File: src/rtl/fwd_credit_adapter.sv
// fwd_credit_adapter: bridges a packet forwarder's request/ack read interface
// onto a P3-style packet memory port. Reads are credit limited so every issued
// read has a guaranteed slot in the local read-data FIFO. Packet handshake:
// IDLE offers the packet, GRANTED issues reads, DRAIN waits for all data to
// leave before pulsing done.
// Optional feature: define FWD_CREDIT_ADAPTER_PKTCNT_EN to add a 32-bit
// completed-packet counter output (pkt_count).
module fwd_credit_adapter #(
  parameter int PACKMEM_ADDR_WIDTH = 8,
  parameter int PACKMEM_DATA_WIDTH = 64,
  parameter int PLEN_WIDTH         = 32,
  parameter int ADDR_SHIFT         = 1,
  parameter int FIFO_DEPTH         = 4
) (
  input  logic                                     clk,
  input  logic                                     rst,
  // forwarder side
  input  logic [PACKMEM_ADDR_WIDTH-1:0]            fwd_addr,
  input  logic                                     fwd_rd_en,
  input  logic                                     fwd_done,
  input  logic                                     rdy_for_fwd_ack,
  input  logic                                     fwd_rd_data_rdy,
  output logic                                     rdy_for_fwd,
  output logic                                     fwd_rd_ok,
  output logic [PACKMEM_DATA_WIDTH-1:0]            fwd_rd_data,
  output logic                                     fwd_rd_data_vld,
  output logic [PLEN_WIDTH-1:0]                    fwd_bytes,
  // packet memory (P3) side
  output logic [PACKMEM_ADDR_WIDTH+ADDR_SHIFT-1:0] addr,
  output logic                                     rd_en,
  output logic                                     done,
  output logic                                     rdy_ack,
  input  logic                                     rdy,
  input  logic                                     rd_data_vld,
  input  logic [PACKMEM_DATA_WIDTH-1:0]            rd_data,
  input  logic [PLEN_WIDTH-1:0]                    bytes
`ifdef FWD_CREDIT_ADAPTER_PKTCNT_EN
  ,
  output logic [31:0]                              pkt_count
`endif
);

  localparam int CW = $clog2(FIFO_DEPTH + 1);  // counter width, holds 0..FIFO_DEPTH
  localparam int PW = $clog2(FIFO_DEPTH);      // FIFO pointer width

  typedef enum logic [1:0] {
    IDLE    = 2'd0,
    GRANTED = 2'd1,
    DRAIN   = 2'd2
  } state_t;

  state_t state, state_nxt;

  logic [CW-1:0] outstanding;
  logic [CW-1:0] fifo_count;
  logic [PW-1:0] wr_ptr, rd_ptr;
  logic [PACKMEM_DATA_WIDTH-1:0] mem [FIFO_DEPTH];

  logic [CW:0] credit_used;
  logic        credit_ok;
  logic        push, pop;
  logic        drained;
  logic        grant;

  // Reads in flight plus words already buffered must never exceed the FIFO,
  // so a returning word always has room.
  assign credit_used = {1'b0, outstanding} + {1'b0, fifo_count};
  assign credit_ok   = (credit_used < (CW+1)'(FIFO_DEPTH));

  // Data returning with nothing outstanding is stale (e.g. after a reset
  // mid-packet) and is dropped.
  assign push    = rd_data_vld & (outstanding != '0) & ~rst;
  assign pop     = fwd_rd_data_vld & fwd_rd_data_rdy;
  assign drained = (outstanding == '0) & (fifo_count == '0);

  assign addr            = {fwd_addr, {ADDR_SHIFT{1'b0}}};
  assign rd_en           = fwd_rd_en & fwd_rd_ok;
  assign fwd_rd_data_vld = ~rst & (fifo_count != '0);
  assign fwd_rd_data     = mem[rd_ptr];
  assign grant           = rdy & rdy_for_fwd_ack;

  // State register.
  always_ff @(posedge clk or posedge rst) begin
    if (rst) state <= IDLE;
    else     state <= state_nxt;
  end

  // Next state and handshake/credit outputs; everything held low in reset.
  always_comb begin
    state_nxt   = state;
    rdy_for_fwd = 1'b0;
    rdy_ack     = 1'b0;
    fwd_rd_ok   = 1'b0;
    unique case (state)
      IDLE: begin
        rdy_for_fwd = rdy;
        rdy_ack     = grant;
        if (grant) state_nxt = GRANTED;
      end
      GRANTED: begin
        fwd_rd_ok = credit_ok;
        if (fwd_done) state_nxt = DRAIN;
      end
      DRAIN: begin
        if (drained) state_nxt = IDLE;
      end
      default: state_nxt = IDLE;
    endcase
    if (rst) begin
      rdy_for_fwd = 1'b0;
      rdy_ack     = 1'b0;
      fwd_rd_ok   = 1'b0;
    end
  end

  // Outstanding read tracker: issue increments, accepted return decrements.
  always_ff @(posedge clk or posedge rst) begin
    if (rst) begin
      outstanding <= '0;
    end else begin
      case ({rd_en, push})
        2'b10:   outstanding <= outstanding + 1'b1;
        2'b01:   outstanding <= outstanding - 1'b1;
        default: outstanding <= outstanding;
      endcase
    end
  end

  // FIFO pointers and occupancy.
  always_ff @(posedge clk or posedge rst) begin
    if (rst) begin
      wr_ptr     <= '0;
      rd_ptr     <= '0;
      fifo_count <= '0;
    end else begin
      if (push) wr_ptr <= wr_ptr + 1'b1;
      if (pop)  rd_ptr <= rd_ptr + 1'b1;
      case ({push, pop})
        2'b10:   fifo_count <= fifo_count + 1'b1;
        2'b01:   fifo_count <= fifo_count - 1'b1;
        default: fifo_count <= fifo_count;
      endcase
    end
  end

  // FIFO storage; contents are meaningless while empty so no reset.
  always_ff @(posedge clk) begin
    if (push) mem[wr_ptr] <= rd_data;
  end

  // Packet length captured at the grant handshake.
  always_ff @(posedge clk or posedge rst) begin
    if (rst)        fwd_bytes <= '0;
    else if (grant && state == IDLE) fwd_bytes <= bytes;
  end

  // One-cycle done pulse coincident with the return to IDLE.
  always_ff @(posedge clk or posedge rst) begin
    if (rst) done <= 1'b0;
    else     done <= (state == DRAIN) & drained;
  end

`ifdef FWD_CREDIT_ADAPTER_PKTCNT_EN
  // Completed-packet counter, wraps naturally at 32 bits.
  always_ff @(posedge clk or posedge rst) begin
    if (rst)       pkt_count <= '0;
    else if (done) pkt_count <= pkt_count + 32'd1;
  end
`endif

endmodule

File: config.mk
export PLATFORM = sky130hd
export DESIGN_NAME = fwd_credit_adapter
export DESIGN_NICKNAME = d
export VERILOG_FILES = /design/src/rtl/fwd_credit_adapter.sv
export SDC_FILE = /design/constraint.sdc
export NUM_CORES = 1
export LEC_CHECK = 0
export BUFFER_PORTS_ARGS = -buffer_cell sky130_fd_sc_hd__buf_2
export CAP_MARGIN = 25
export CORE_MARGIN = 2
export CORE_UTILIZATION = 40
export CTS_CLUSTER_SIZE = 28
export DETAILED_ROUTE_END_ITERATION = 7
export PLACE_DENSITY = 0.61
export SLEW_MARGIN = 5
export SYNTH_ARGS = -nofsm -noshare
export SYNTH_HDL_FRONTEND = slang
export SYNTH_SLANG_ARGS = --single-unit
File: constraint.sdc
create_clock -name clk -period 7.95 [get_ports clk]
set_input_delay 0.795 -clock clk [delete_from_list [all_inputs] [get_ports clk]]
set_output_delay 0.795 -clock clk [all_outputs]
set_load 0.05 [all_outputs]
==> impl_metrics.ini, run 1 <==
[outcome]
status = complete, no violations

[floorplanning]
initial_core_util = 0.406
core-area_um2 = 27800
core.rowCount = 61
ios = 223
fp.dieW_um = 172
dieArea_um2 = 29500
dieHeight_um = 172

[clock_network]
clk_latency_ns = 0.55
cts-buffers-inserted = 31
cts_sinks = 301
cts_resized = 0
hold_buffers = 0
cts.clk_slew.worst_paths_ns = 0.06
post_cts_buffers = 0
ctsHtreeMaxLevel = 1
cts_tree = yes
clockBufferDepth = 3
cts_root_buf = clkbuf_16

[timing]
slew_headroom = 0.336
post-route-period-util = 0.447
final.setup_skew_ns = 0.0207
drv_slew = 0
worst_slack_ns = 4.40
worstMarginPinSlew_ns = 0.996
setup_viol = 0
rsz0062_at_grt = false
finalHoldViolCount = 0
min_period_ns = 3.55
fin_tns_setup_ns = 0
max_freq_mhz = 281

[power]
p_sw_mw = 2.22
p_comb_frac = 0.367
p_seq_frac = 0.375
vdd.ir_drop.worst_uv = 313
power.share.clock = 0.258
p_leak_nw = 5.04
power_density_nw_per_um2 = 421
intPower_mw = 3.60
p_sw_frac = 0.382

[synth]
async_reset_ff_frac = 0.150
ys_top_cells_by_area = edfxtp_1, mux4_2, dfrtp_1
avgSynthCellArea_um2 = 23.2
syn_area_um2 = 11300
synth_top_cells_by_count = edfxtp_1, mux4_2, dfrtp_1
synth_most_common_cell = edfxtp_1
synth_flop_cell = edfxtp_1
synth_warnings = 0
synth-edff-count = 256
synth_largest_area_cell = edfxtp_1
yosysTopAreaCellShare = 0.682
synth_cell_type_count = 32
netlist_instances = 485
synth_seq_area_share = 0.782
synth_nets = 607
ys_ff_latch = 301

[route]
wl_met2_um = 10600
drt_pass1_iterations = 4
wl_met1_um = 8820
met3_wirelength_um = 1670
wl_per_cell_um = 19.5
drc = 0
routed_wl_um = 21500
drt_iter0_drc = 378
postRouteAntennaNets = 0
dr.max_layer_used = met5
avgViaCountPerCell = 4.93
vias = 5439

[worst_setup_path]
required_ns = 7.15
crit_path_max_fanout = 35
slowest_stage = dfrtp_4
crit_arrival_ns = 2.76
critPathBufInv = 3
cp-start-kind = register
path_cells = buf_4 -> buf_16 -> mux4_2 -> buf_2
critPathMaxStageDelay_ns = 0.65
end_kind = output port
path_class = register to output port
cpLargestDelayFamily = buffers and inverters

[cells_and_area]
diodes = 0
num-nets-final = 825
layout-drive-gt1-share = 0.502
register_area_um2 = 8820
fill_cells = 2299
multi_input_area_um2 = 2270
synthToLayoutAreaGrowth_pct = 22.8

[global_routing]
grt_usage = 0.146
grt_overflow_total = 0
grt_pass1_vias = 6011
grt_start_max_net_pins = 66
grt_antenna_before_repair = 1
grt_pass1_wl_um = 33000

[flow_run]
maxCapViolations = 0

[placed_design]
post-dp-hpwl_um = 13000
gp_congestion = 0.774
post-place-ws_ns = 4.88
io_buffers = 205

[min_path]
min_path_type = primary input to asynchronous set/reset pin
==> logic make-up after synthesis <==
| family | after synthesis | synth area share |
|---|---|---|
| and+or+nand+nor | 23 | 0.0130 |
| adders and majority gates | 10 | 0.0124 |
| DFF | 301 | 0.782 |
| other | 1 | 0.000333 |
| AOI/OAI and AO/OA | 3 | 0.00378 |
| buffers and inverters | 39 | 0.0185 |
| xor gates and xnor gates | 9 | 0.00700 |
| muxes | 99 | 0.163 |
==> area by class of cell <==
cell class                 count  share of cell area
inverter                      11             0.00298
timing repair buffer         213              0.0837
sequential                   301               0.638
multi-input combinational    145               0.164
tap                          378              0.0342
clock buffer                  43              0.0622
clock inverter                12              0.0152
==> placed cells by master, fill, tap and decap left out, types with 6 or more instances in the layout <==
cell,netlist,routed
dfrtp_1,45,43
xor2_1,6,6
buf_2,11,205
edfxtp_1,256,256
bufinv_16,0,6
ha_1,8,8
mux4_2,64,64
mux2_2,32,32
clkbuf_1,2,8
inv_1,11,11
clkbuf_16,0,31
==> final timing paths <==
| check | cells past startpoint | startpoint | endpoint | slack [ns] |
|---|---|---|---|---|
| worst max-delay path | 4 | rd_ptr[0]$_DFFE_PP0P_ | fwd_rd_data[9] | 4.40 |
| worst min-delay path | 2 | rst | fifo_count[2]$_DFFE_PP0P_ | 0.24 |
| worst max register to register | 10 | outstanding[2]$_DFFE_PP0P_ | outstanding[2]$_DFFE_PP0P_ | 5.35 |
| worst min register to register | 1 | fwd_bytes[27]$_DFFE_PP0P_ | fwd_bytes[27]$_DFFE_PP0P_ | 0.50 |
| max in group asynchronous | 3 | rst | fwd_bytes[0]$_DFFE_PP0P_ | 6.91 |
| min in group clk | 2 | fwd_done | state[0]$_DFFE_PP0P_ | 0.44 |
==> routing by layer <==
metal,global-route usage,vias to the layer above
met3,0.0357,42
li1,-,2398
met5,0,-
met1,0.187,2784
met2,0.248,213
met4,0.0424,2
==> sequential cells by signal, summed over array words and instances (netlist names) <==
register and flops:
wr_ptr 2, outstanding 3, mem 256, state 2, fwd_bytes 32, done 1
fifo_count 3, rd_ptr 2
==> worst register-to-register path, cell delays in order, from the launching register on <==
cell and delay, ns:
dfrtp_1 0.41, ha_1 0.31, or4_4 0.49, a311oi_4 0.30
nand2_1 0.12, ha_1 0.24, inv_1 0.07, fa_1 0.18
xor2_1 0.15, nor2_1 0.07, xor2_1 0.14
==> power groups by stage <==
stage | Sequential, mW | Clock [mW] | Combinational (mW)
finish | 2.18 | 1.50 | 2.14
CTS | 2.19 | 1.54 | 2.16
global route | 2.22 | 1.60 | 2.25
detailed placement | 2.22 | 0 | 2.16
floorplan | 2.39 | 0 | 1.49
global placement | 2.21 | 0 | 2.12
==> per-stage QoR <==
step | util | std cells | hold slack [ns] | total power, mW | cell area [um2]
floorplan | - | 485 | 0.467 | 3.88 | 11300
global placement | 0.456 | 1044 | 0.487 | 4.33 | 12700
detailed placement | 0.457 | 1045 | 0.490 | 4.38 | 12700
CTS | 0.495 | 1100 | 0.224 | 5.89 | 13800
global route | 0.498 | 1103 | 0.241 | 6.07 | 13800
finish | 0.498 | 1103 | 0.238 | 5.82 | 13800
No activity file was read; power rests on OpenSTA's default activity.
==> run 2: changes to the inputs <==
Settings changed: ABC_AREA set to 1, PLACE_DENSITY 0.61 to 0.63.
Clock period 7.95 ns to 2.86 ns, I/O delays scaled along.
==> impl_metrics.ini, run 2 <==
[timing]
min_period_ns = 2.62
finalHoldViolCount = 0
max_freq_mhz = 381
timing.hold.ws_ns = 0.0188
setup_viol = 0
drv_slew = 0
post-route-period-util = 0.917
slew_headroom = 0.465
rsz0062_at_grt = false
final.setup_skew_ns = 0.00692
worstMarginPinSlew_ns = 0.802

[clock_network]
hold_buffers = 58
clockBufferDepth = 3
clk_latency_ns = 0.50
cts_sinks = 301
cts_root_buf = clkbuf_16
cts_tree = yes
cts.clk_slew.worst_paths_ns = 0.06
ctsHtreeMaxLevel = 2
cts-buffers-inserted = 34
post_cts_buffers = 0
cts_resized = 0

[synth]
synth_nets = 995
yosysTopAreaCellShare = 0.654
synth_flop_cell = edfxtp_1
synth_cell_type_count = 27
synthMuxAreaShare = 0
synth_xor_area_frac = 0.00149
async_reset_ff_frac = 0.150
synth_top_family_by_area = compound AO/OA/AOI/OAI gates
synth_top_cells_by_count = edfxtp_1, nor2_1, o21ai_1
ys_top_cells_by_area = edfxtp_1, dfrtp_1, nor2_1
ys_ff_latch = 301
synthSimpleGateAreaFrac = 0.0719
synth_most_common_cell = edfxtp_1
syn_area_um2 = 11800
netlist_instances = 873
synth-edff-count = 256
synth_largest_area_cell = edfxtp_1
synthAdderAreaFrac = 0.0119
synth_seq_area_share = 0.750
synth_compound_area_frac = 0.108
avgSynthCellArea_um2 = 13.5
synth_warnings = 0

[cells_and_area]
final_common_cell = edfxtp_1
fill_cells = 2508
diodes = 0
regMostFlops = mem
layout-drive-gt1-share = 0.251
layout_common_cells = edfxtp_1, buf_2, nor2_1, o21ai_1
num-nets-final = 1255
largest_reg_flops = 256
synthToLayoutAreaGrowth_pct = 24.7
top_regs = mem: 256 flops, fwd_bytes: 32 flops

[floorplanning]
initial_core_util = 0.408
ios = 223
fp.dieW_um = 175
core.rowCount = 62
dieArea_um2 = 30800
core-area_um2 = 28800
dieHeight_um = 175

[worst_setup_path]
cp-start-kind = register
crit_path_max_fanout = 66
end_kind = output port
crit_arrival_ns = 2.34
required_ns = 2.57
path_class = register to output port

[route]
avgViaCountPerCell = 4.91
postRouteAntennaNets = 0
vias = 7546
drt_iter0_drc = 455
drt_pass1_iterations = 4
wl_per_cell_um = 16.7
routed_wl_um = 25600
drc = 0

[global_routing]
grt_antenna_before_repair = 0
grt_overflow_total = 0
grt_start_max_net_pins = 131
grt_pass1_vias = 7681
grt_pass1_wl_um = 40300
grt_usage = 0.165

[power]
power_mw = 16.9
vdd.ir_drop.worst_uv = 629
p_leak_nw = 5.70
power_density_nw_per_um2 = 1160

[placed_design]
post-dp-hpwl_um = 14700
gp_congestion = 0.745
io_buffers = 205

[flow_run]
maxCapViolations = 0

[min_path]
min_path_type = primary input to register

[outcome]
status = complete, no violations
run 2: stage by stage:
| stage | instance area (um2) | instances | setup slack (ns) | util | setup TNS [ns] |
|---|---|---|---|---|---|
| 3_5_place_dp | 13000 | 1423 | 0.679 | 0.453 | 0 |
| 6_report | 14700 | 1537 | 0.237 | 0.509 | 0 |
| 3_3_place_gp | 13000 | 1423 | 0.686 | 0.453 | 0 |
| 2_1_floorplan | 11800 | 873 | -0.643 | - | -164.75 |
| 5_1_grt | 14700 | 1537 | 0.0238 | 0.509 | 0 |
| 4_1_cts | 14700 | 1537 | 0.206 | 0.509 | 0 |
run 2: layout make-up:
cell class / count / area [um2] / share of cell area
Clock buffer: 44 / 920 / 0.0627
Clock inverter: 12 / 133 / 0.00905
Inverter: 57 / 216 / 0.0148
Multi-Input combinational cell: 457 / 2300 / 0.157
Sequential cell: 301 / 8820 / 0.602
Tap cell: 384 / 480 / 0.0328
Timing Repair Buffer: 282 / 1790 / 0.122
run 2: metal layers:
| layer | up-vias | global-route usage | routed length [um] |
|---|---|---|---|
| met5 | - | 0 | 0 |
| met4 | 0 | 0.0524 | 579 |
| met3 | 46 | 0.0314 | 1260 |
| met2 | 170 | 0.294 | 12800 |
| met1 | 3691 | 0.203 | 10900 |
| li1 | 3639 | - | - |
run 2: logic make-up after synthesis:
group | count (synthesis)
AOI/OAI and AO/OA | 229
xor gates and xnor gates | 2
adders and majority gates | 10
buffers and inverters | 115
DFF | 301
other | 1
and+or+nand+nor | 215
run 2: final timing paths:
check                                               start                          to  slack (ns)  cells past startpoint
max in group asynchronous                             rst   fwd_bytes[18]$_DFFE_PP0P_        2.05                      4
worst max-delay path                rd_ptr[1]$_DFFE_PP0P_             fwd_rd_data[60]        0.24                      4
worst min register to register   fwd_bytes[0]$_DFFE_PP0P_    fwd_bytes[0]$_DFFE_PP0P_        0.47                      2
worst max register to register  fifo_count[1]$_DFFE_PP0P_  outstanding[1]$_DFFE_PP0P_        0.71                      9
min in group asynchronous                             rst    fwd_bytes[7]$_DFFE_PP0P_        0.43                      4
worst min-delay path                          rd_data[60]        mem[3][60]$_DFFE_PP_        0.02                      1
run 2: worst max-delay path, cell delays in order, from the launching register on:
cell     delay [ns]
dfrtp_2        0.36
buf_4          0.63
o21ai_0        0.21
o22ai_1        0.30
buf_2          0.32
run 2: where the power goes:
group	switching [mW]	leakage (nW)	internal [mW]
registers	0.249	2.88	5.45
logic	5.51	2.31	1.61
clock network	1.60	0.514	2.52
total	7.36	5.70	9.59
==> run 3: changes to the inputs <==
Settings changed: PLACE_DENSITY 0.63 to 0.61.
Clock period 2.86 ns to 3.35 ns, I/O delays scaled along.
==> impl_metrics.ini, run 3 (synthesis results as in run 2) <==
[worst_setup_path]
reg2reg_depth = 5
critPathBufInv = 3
r2r-start = outstanding[1]$_DFFE_PP0P_
path_cells = inv_4 -> buf_4 -> o21ai_0 -> o22ai_1 -> buf_2
startpoint = rd_ptr[0]$_DFFE_PP0P_
reg2reg_setup_slack_ns = 1.17
critPathMaxStageDelay_ns = 0.50
cp-start-kind = register
required_ns = 3.01
cpLargestDelayFamily = buffers and inverters
crit_path_max_fanout = 36
path_class = register to output port
end_kind = output port
crit_arrival_ns = 2.40
r2r_end = mem[1][38]$_DFFE_PP_
slowest_stage = dfrtp_4

[power]
power_mw = 14.3
p_sw_mw = 6.25
p_comb_frac = 0.418
intPower_mw = 8.04
power.share.clock = 0.241
power_density_nw_per_um2 = 1010
p_leak_nw = 5.44
vdd.ir_drop.worst_uv = 564
p_sw_frac = 0.438
p_seq_frac = 0.340

[timing]
setup_viol = 0
post-route-period-util = 0.818
min_period_ns = 2.74
max_freq_mhz = 365
slew_headroom = 0.472
drv_slew = 0
rsz0062_at_grt = false
worstMarginPinSlew_ns = 0.791
finalHoldViolCount = 0
timing.hold.ws_ns = 0.0290
final.setup_skew_ns = 0.00853

[clock_network]
cts_resized = 0
hold_buffers = 0
post_cts_buffers = 0
cts-buffers-inserted = 34
clk_latency_ns = 0.50
cts.clk_slew.worst_paths_ns = 0.06
cts_sinks = 301
cts_tree = yes
ctsHtreeMaxLevel = 2
clockBufferDepth = 3
cts_root_buf = clkbuf_16

[min_path]
min_from = fwd_done
whs_path_depth = 2
min_path_type = primary input to register
min_to = state[0]$_DFFE_PP0P_

[route]
drc = 0
vias = 7320
wl_met2_um = 12600
drt_iter0_drc = 388
dr.max_layer_used = met5
routed_wl_um = 25200
drt_pass1_iterations = 4
avgViaCountPerCell = 4.93
wl_met1_um = 10500
postRouteAntennaNets = 0
wl_per_cell_um = 17.0
met3_wirelength_um = 1450

[cells_and_area]
final_common_cell = edfxtp_1
layout_common_cells = edfxtp_1, buf_2, nor2_1, o21ai_1
final_cell_area_um2 = 14100
layoutNonFillerInstCount = 1485
num-nets-final = 1196
regMostFlops = mem
synthToLayoutAreaGrowth_pct = 19.9
layout-drive-gt1-share = 0.263
top_regs = mem: 256 flops, fwd_bytes: 32 flops
largest_reg_flops = 256

[global_routing]
grt_pass1_wl_um = 40100
grt_pass1_vias = 7475
grt_antenna_before_repair = 6
grt_overflow_total = 0
grt_usage = 0.166
grt_start_max_net_pins = 131

[outcome]
status = complete, no violations

[placed_design]
dpl.cell_count = 1422
gp_congestion = 0.770
dpl-instance-area_um2 = 13000
io_buffers = 205
post-dp-hpwl_um = 14900

[flow_run]
maxCapViolations = 0

[floorplanning]
core-area_um2 = 28800
dieArea_um2 = 30800
initial_core_util = 0.408
dieHeight_um = 175
fp.dieW_um = 175
ios = 223
core.rowCount = 62
==> run 3: worst max-delay path by stage <==
stage	endpoint	slack, ns	cells past startpoint
4_1_cts	fwd_rd_data[1]	0.56	5
3_5_place_dp	fifo_count[2]$_DFFE_PP0P_	0.94	12
6_report	fwd_rd_data[1]	0.61	5
5_1_grt	fwd_rd_data[1]	0.42	5
2_1_floorplan	mem[2][0]$_DFFE_PP_	-0.20	3
3_3_place_gp	fifo_count[2]$_DFFE_PP0P_	0.94	12
==> run 3: final cells by class <==
class / count / area (um2)
clock buffer: 44 / 908
fill: 2546 / 14700
sequential: 301 / 8820
clock inverter: 13 / 131
inverter: 57 / 216
timing repair buffer: 223 / 1210
antenna: 6 / 15.0
multi-input combinational: 457 / 2300
tap: 384 / 480
==> run 3: power groups by stage <==
stage | sequential [mW] | clock (mW) | combinational (mW)
floorplan | 5.57 | 0 | 4.11
global placement | 4.93 | 0 | 6.03
detailed placement | 4.94 | 0 | 6.06
CTS | 4.87 | 3.55 | 6.08
global route | 4.92 | 3.69 | 6.45
finish | 4.86 | 3.45 | 5.98
==> run 3: per-layer routing <==
layer / vias up / track usage
li1: 3540 / -
met2: 193 / 0.287
met3: 51 / 0.0353
met5: - / 0
met4: 2 / 0.0583
met1: 3534 / 0.206
==> run 3: stage by stage <==
stage | setup TNS, ns | util | worst slack (ns)
3_3_place_gp | 0 | 0.453 | 0.940
3_5_place_dp | 0 | 0.453 | 0.939
2_1_floorplan | -51.76 | - | -0.202
5_1_grt | 0 | 0.489 | 0.421
4_1_cts | 0 | 0.489 | 0.556
6_report | 0 | 0.489 | 0.611
